File: config.mk
export PLATFORM = sky130hd
export DESIGN_NAME = stream_mux
export DESIGN_NICKNAME = d
export VERILOG_FILES = /design/src/rtl/stream_mux_pkg.sv /design/src/rtl/stream_mux_rr_arbiter.sv /design/src/rtl/stream_mux.sv
export SDC_FILE = /design/constraint.sdc
export NUM_CORES = 1
export LEC_CHECK = 0
export ABC_AREA = 1
export CAP_MARGIN = 20
export CORE_ASPECT_RATIO = 1.5
export CORE_MARGIN = 8
export CORE_UTILIZATION = 40
export CTS_CLUSTER_DIAMETER = 30
export CTS_CLUSTER_SIZE = 30
export DETAILED_ROUTE_END_ITERATION = 10
export GPL_ROUTABILITY_DRIVEN = 0
export PLACE_DENSITY = 0.81
export SLEW_MARGIN = 10
export SYNTH_ARGS = -nofsm -noshare
export SYNTH_HDL_FRONTEND = slang
export SYNTH_SLANG_ARGS = --single-unit
File: constraint.sdc
create_clock -name clk -period 4.42 [get_ports clk]
set_clock_uncertainty 0.05 [all_clocks]
set_input_delay 1.326 -clock clk [delete_from_list [all_inputs] [get_ports clk]]
set_output_delay 1.326 -clock clk [all_outputs]
set_load 0.005 [all_outputs]
File: src/rtl/stream_mux_pkg.sv
// Shared types and constants for the stream_mux block and its arbiter.
// The optional transfer counter (macro STREAM_MUX_STATS_EN) uses STATS_W.
package stream_mux_pkg;

  typedef enum logic {
    MODE_FIXED = 1'b0,
    MODE_RR    = 1'b1
  } mode_e;

  localparam int STATS_W = 16;

endpackage

File: src/rtl/stream_mux_rr_arbiter.sv
// Round-robin search: first requesting channel at or above ptr, wrapping at N_CH.
// Purely combinational; the pointer register lives in stream_mux.
module rr_arbiter #(
  parameter int N_CH = 4,
  parameter int CH_W = $clog2(N_CH)
) (
  input  logic [N_CH-1:0] req,
  input  logic [CH_W-1:0] ptr,
  output logic [CH_W-1:0] grant,
  output logic            grant_valid
);

  // NOTE: every output gets a default before the loop so no path leaves it unassigned (no latch).
  always_comb begin
    grant       = '0;
    grant_valid = 1'b0;
    // Walk the search window from the far end so the nearest request wins last.
    for (int k = N_CH - 1; k >= 0; k--) begin
      int idx;
      idx = int'(ptr) + k;
      if (idx >= N_CH) idx = idx - N_CH;
      if (req[idx]) begin
        grant       = CH_W'(idx);
        grant_valid = 1'b1;
      end
    end
  end

endmodule

File: src/rtl/stream_mux.sv
// N-channel valid/ready stream multiplexer with fixed or round-robin selection
// and a single output register stage; macro STREAM_MUX_STATS_EN adds xfer_cnt.
module stream_mux
  import stream_mux_pkg::*;
#(
  parameter int N_CH   = 4,
  parameter int DATA_W = 8,
  parameter int CH_W   = $clog2(N_CH)
) (
  input  logic                   clk,
  input  logic                   rst_n,
  input  logic [N_CH*DATA_W-1:0] in_data,
  input  logic [N_CH-1:0]        in_valid,
  output logic [N_CH-1:0]        in_ready,
  input  logic                   mode,
  input  logic [CH_W-1:0]        sel,
  output logic [DATA_W-1:0]      out_data,
  output logic [CH_W-1:0]        out_ch,
  output logic                   out_valid,
  input  logic                   out_ready
`ifdef STREAM_MUX_STATS_EN
  ,
  output logic [STATS_W-1:0]     xfer_cnt
`endif
);

  mode_e             mode_sel;
  logic [CH_W-1:0]   rr_ptr;
  logic [CH_W-1:0]   rr_grant;
  logic              rr_grant_valid;
  logic [CH_W-1:0]   grant;
  logic              grant_ok;
  logic              can_accept;
  logic              accept;
  logic [DATA_W-1:0] grant_data;
  logic [CH_W-1:0]   ptr_next;

  assign mode_sel = mode_e'(mode);

  rr_arbiter #(
    .N_CH(N_CH),
    .CH_W(CH_W)
  ) u_arb (
    .req        (in_valid),
    .ptr        (rr_ptr),
    .grant      (rr_grant),
    .grant_valid(rr_grant_valid)
  );

  // Fixed mode grants sel whether or not it is valid; out-of-range sel grants nobody.
  always_comb begin
    grant    = sel;
    grant_ok = int'(sel) < N_CH;
    if (mode_sel == MODE_RR) begin
      grant    = rr_grant;
      grant_ok = rr_grant_valid;
    end
  end

  assign can_accept = !out_valid || out_ready;

  always_comb begin
    in_ready   = '0;
    grant_data = '0;
    for (int i = 0; i < N_CH; i++) begin
      if (CH_W'(i) == grant) begin
        in_ready[i] = grant_ok && can_accept;
        grant_data  = in_data[i*DATA_W +: DATA_W];
      end
    end
  end

  assign accept   = |(in_ready & in_valid);
  assign ptr_next = (int'(grant) == N_CH - 1) ? '0 : grant + 1'b1;

  // NOTE: sequential state uses <= so every flop samples the pre-edge values.
  always_ff @(posedge clk or negedge rst_n) begin
    if (!rst_n) begin
      out_valid <= 1'b0;
      out_data  <= '0;
      out_ch    <= '0;
      rr_ptr    <= '0;
    end else begin
      if (accept) begin
        out_valid <= 1'b1;
        out_data  <= grant_data;
        out_ch    <= grant;
        rr_ptr    <= ptr_next;
      end else if (out_ready) begin
        out_valid <= 1'b0;
      end
    end
  end

`ifdef STREAM_MUX_STATS_EN
  always_ff @(posedge clk or negedge rst_n) begin
    if (!rst_n) begin
      xfer_cnt <= '0;
    end else if (accept && (xfer_cnt != '1)) begin
      xfer_cnt <= xfer_cnt + 1'b1;
    end
  end
`endif

endmodule

-- Word-level counts from Yosys, hierarchy flattened
Index checks and enable logic that the tools add are counted.
- flip-flop bits (word level): 13
- input port bits: 42
- output and inout bits: 15
- add/subtract/negate cells: 8
- $lt $le $gt $ge: 8
- eq/ne operators: 4
- mux-type cells: 37
- bitwise logic cells: 1
- reductions and logical operators: 6
- operator list (operator ; count):
    32-bit by 4-bit < comparator with 1-bit output, second input constant ; 4
    32-bit 2-to-1 mux ; 4
    32-bit by 4-bit greater-or-equal comparator with 1-bit output, second input constant ; 3
    32-bit by 4-bit subtractor with 32-bit output, second input constant ; 3
    8-bit 2-to-1 mux ; 4
    1-bit 2-to-1 mux ; 19
    2-bit 2-to-1 mux ; 6
    1-bit binary-select mux with 2-bit select ; 4
    2-bit by 2-bit adder with 3-bit output, second input constant ; 2
    4-bit AND ; 1
    2-bit equality test, first input constant ; 2
    4-bit OR reduction ; 1
    2-bit by 3-bit subtractor with 4-bit output, second input constant ; 1
    2-bit by 1-bit adder with 3-bit output, second input constant ; 1
    2-bit by 3-bit greater-or-equal comparator with 1-bit output, second input constant ; 1
    2-bit by 1-bit adder with 2-bit output, second input constant ; 1
    1-bit by 2-bit equality test with 1-bit output, first input constant ; 1
    2-bit by 1-bit equality test with 1-bit output, second input constant ; 1
    2-bit logical NOT ; 1
    2-bit nonzero test ; 1
    1-bit logical AND ; 1
    1-bit logical NOT ; 1
    1-bit logical OR ; 1

-- Logic depth before layout (Yosys ltp)
- word-level depth: 16
- gate-level depth with buffers: 22
- mapped depth without buffers: 20

-- Hierarchy
A second synthesis with hierarchy kept.
- cell total of the unflattened synthesis: 198
- area total of the unflattened synthesis: 1198.6 um^2
- modules (own cells, without submodules) (module ; times used ; cells an instance ; area an instance (um^2) ; seq. area each (um^2)):
    stream_mux ; 1 ; 154 ; 983.4 ; 325.3
    rr_arbiter ; 1 ; 44 ; 215.2 ; 0.0

-- Worst setup path before layout
OpenSTA, ideal clock, no wires.
- path type: in2out
- start: in in_valid[3]
- end: out in_ready[1]
- data arrival time: 2.881 ns
- data required time: 3.044 ns
- path slack: 0.163 ns
- stages on the path: 15
- path through: inv_1 nand2_1 nand2_1 inv_1 nand2_1 nand2_1 inv_1 nand2_1 nor2_1 nor2_1 nor2_1 ha_1 clkbuf_1 clkinv_1 nor2_1
- cells in the longest elaborated chain, start to end: 10
- RTL lines (what ; RTL line ; source):
    start, declared ; stream_mux.sv:13 ; input logic [N_CH-1:0] in_valid,
    1-bit binary-select mux with 2-bit select ; stream_mux_rr_arbiter.sv:22 ; if (req[idx]) begin
    1-bit 2-to-1 mux (implied by the code) (2 in a row) ; stream_mux_rr_arbiter.sv:22 ;
    2-bit 2-to-1 mux (3 in a row) ; stream_mux_rr_arbiter.sv:22 ;
    2-bit 2-to-1 mux * ; stream_mux_rr_arbiter.sv:22 ;
    2-bit 2-to-1 mux * ; stream_mux.sv:54 ; if (mode_sel == MODE_RR) begin
    named net grant[0] ; stream_mux.sv:31 ; logic [CH_W-1:0] grant;
    1-bit by 2-bit equality test with 1-bit output * ; stream_mux.sv:66 ; if (CH_W'(i) == grant) begin
    1-bit 2-to-1 mux * ; stream_mux.sv:66 ;
    end, declared ; stream_mux.sv:14 ; output logic [N_CH-1:0] in_ready,
The timed path passes the listed nets; every way through them passes the cells marked *. The select of a mux whose other input is x is not followed.

-- Final worst setup path
- start: in in_valid[0]
- end: out in_ready[1]
Same word-level chain as after synthesis.

==> results.yml <==
routing:
  drcViolationCount: 0
  num_vias: 1497
  drt_wl_total_mm: 4.118
  drt_first_pass_iters: 4
  routedWlPerCell_um: 13.91
  dr.first_iter.drc_count: 38
  viasPerCell: 5.057
  ant_nets: 0
logic_synthesis:
  synth_compound_area_frac: 0.1773
  synth_top_area_frac: 0.2811
  syn_nets: 233
  synth_seq_cells: 13
  ys.flop_type: "dfrtp_1"
  ys_top_cells_by_count: "nand2_1, o21ai_0, nand3_1"
  synth-async-reset-ratio: 1.000
  synthTopCellsByArea: "dfrtp_1, nand2_1, o21ai_0, nand3_1, nand2_2"
  synthMuxAreaShare: 0
  synth_most_common_cell: "nand2_1"
  synth_xor_xnor_area_share: 0
  syn-instance-count: 187
  synth_edf_count: 0
  yosysWarnings: 0
  synth_top_family_by_area: "simple AND/OR/NAND/NOR gates"
  synthAdderAreaFrac: 0.04324
  synth_cell_types: 24
  synth-simple-area-share: 0.4011
  synth_area_um2: 1157
  yosysTopAreaCell: "dfrtp_1"
  syn_avg_cell_area_um2: 6.189
  yosysSeqAreaShare: 0.2811
grt:
  grt_pass1_wl_mm: 6.672
  grt_overflow: 0
  grt_max_degree: 18
  grt_usage: 0.1761
  antenna_found_initial: 0
  grt_pass1_vias: 1482
sta:
  max_slew_margin: 0.6222
  finalCriticalPeriod_ns: 4.290
  max_freq_mhz: 233.1
  report.final.slew_viol_count: 0
  final_hold_viol_count: 0
  period_share: 0.9707
  setup_viol: 0
  hold-worst-slack_ns: 0.4275
  worst_pin_slew_ns: 0.5649
critical_path:
  startpoint_type: "input pin"
  path_cells: "clkdlybuf4s15_1 -> inv_1 -> nand2_2 -> nand3_2 -> nand2_1 -> nand3_1 -> nand2_2 -> nand2_1 -> nand2_2 -> nor2_2 -> nor2_2 -> ha_2 -> inv_2 -> nor2_1 -> clkdlybuf4s15_2"
  critPathCaptureType: "primary output"
  crit_path_top_delay_cell: "ha_2"
  cp.arrival_ns: 2.91
  worstSetupPathType: "in -> out"
  required_ns: 3.04
  critPathMaxFanout: 3
  path_common_cell: "nand2_2"
  critical_path.max_stage_delay_ns: 0.22
layout:
  antenna_cells: 0
  nFillCells: 263
  nNetsFinal: 304
  design_area_um2: 1931
  syn2layout_area_growth_pct: 66.81
  drive_gt1_frac: 0.2218
  instances_no_fill: 296
flow_run:
  cap_violations: 0
place:
  hpwl_mm: 3.158
  placed_area_um2: 1818
  dp_cells: 287
  port_buffers: 56
clock_network:
  cts_made_buffers: 3
  cts_tree: "yes"
  cts_buffer_depth: 2
  cts.reportedPaths.clkPinSlew_ns: 0.05
  cts_num_sinks: 13
  insertion_delay_ns: 0.24
  htreeDepth: 1
  cts_root_buf: "clkbuf_8"
die:
  rows: 24
  dieArea_um2: 4906
  io_pins: 57
  die_h_um: 81.88
  core-area_um2: 2823
  start_util: 0.4100
  die_w_um: 59.92
pwr:
  p_leak_uw: 0.0009478
  vdd_drop_max_mv: 0.3947
  p_per_area_nw_per_um2: 623.6
worst_hold_path:
  hold_path_class: "reg -> reg"
status:
  run_status: "finished, final reports clean"
-- through the flow --
stage               utilization  total power (uW)  setup slack, ns  setup TNS [ns]
floorplan                     -             694.6           0.1628               0
finish                   0.6840              1204           0.1297               0
CTS                      0.6751              1162          0.01020               0
global route             0.6840              1323        -0.002189       -0.002189
global placement         0.6441              1010          -0.5019          -1.960
detailed placement       0.6441              1024          -0.5241          -1.989
-- state kept, by name, indices dropped and copies added, names as in the netlist --
register,cells
out_data,8
rr_ptr,2
out_ch,2
out_valid,1
-- layout make-up --
type	count	area (um^2)	area share
sequential	13	325.3	0.1685
multi-input combinational	150	774.5	0.4012
clock buffer	4	45.04	0.02333
tap	39	48.80	0.02528
inverter	15	58.81	0.03046
timing repair buffer	75	678.2	0.3513
-- final timing paths --
kind                             start  depth (start not counted)  slack [ns]          end
min in group asynchronous        rst_n                          1        1.40  out_data[7]
max in group asynchronous        rst_n                          1        2.55  out_data[0]
max reg2reg                  rr_ptr[0]                         16        1.52    out_ch[1]
min                        out_data[2]                          2        0.43  out_data[2]
max                        in_valid[0]                         15        0.13  in_ready[1]
min reg2reg                out_data[2]                          2        0.43  out_data[2]
-- cell usage in the layout, fill, tap and decap left out, types with 3 or more instances in the layout --
cell,count
o21ai_0,21
clkbuf_2,4
clkdlybuf4s50_1,48
nor2_2,3
inv_1,12
ha_2,3
nand3_1,14
buf_4,19
nand2_2,15
clkbuf_8,3
a21oi_1,8
dfrtp_1,13
nand4_1,4
nand2_1,61
o21ai_1,8
nor2_1,5
-- repair_timing --
item / in CTS / in global routing
pin swaps: 5 / 5
buffers inserted: 4 / 1
endpoints found under the setup margin: 4 / 4
hold buffers: 0 / 0
gates resized for setup: 21 / 19
-- per-layer routing --
| metal | wire, um | GRT usage |
|---|---|---|
| met1 | 1413 | 0.1719 |
| met2 | 2271 | 0.3229 |
| met3 | 308 | 0.05643 |
| met4 | 125 | 0.08393 |
| met5 | 0 | 0 |
-- report_power, final --
group	internal (uW)	leakage, uW	switching (uW)
clock	63.5	0.0000228	40.1
combinational	403	0.000762	472
sequential	176	0.000163	49.9
total	642	0.000948	562
-- worst max-delay path: cells and delay by family --
family,cells,cell delay [ns]
buffers and inverters,4,0.52
adders and majority gates,1,0.22
and+or+nand+nor,10,0.86
-- cell families (layout without fill, tap and decap cells) --
kind of cell	count (synthesis)	after routing
and+or+nand+nor	106	106
AOI/OAI and AO/OA	40	40
buffers and inverters	24	94
DFF	13	13
adders and majority gates	4	4
Power figures use the tool's default switching activity.
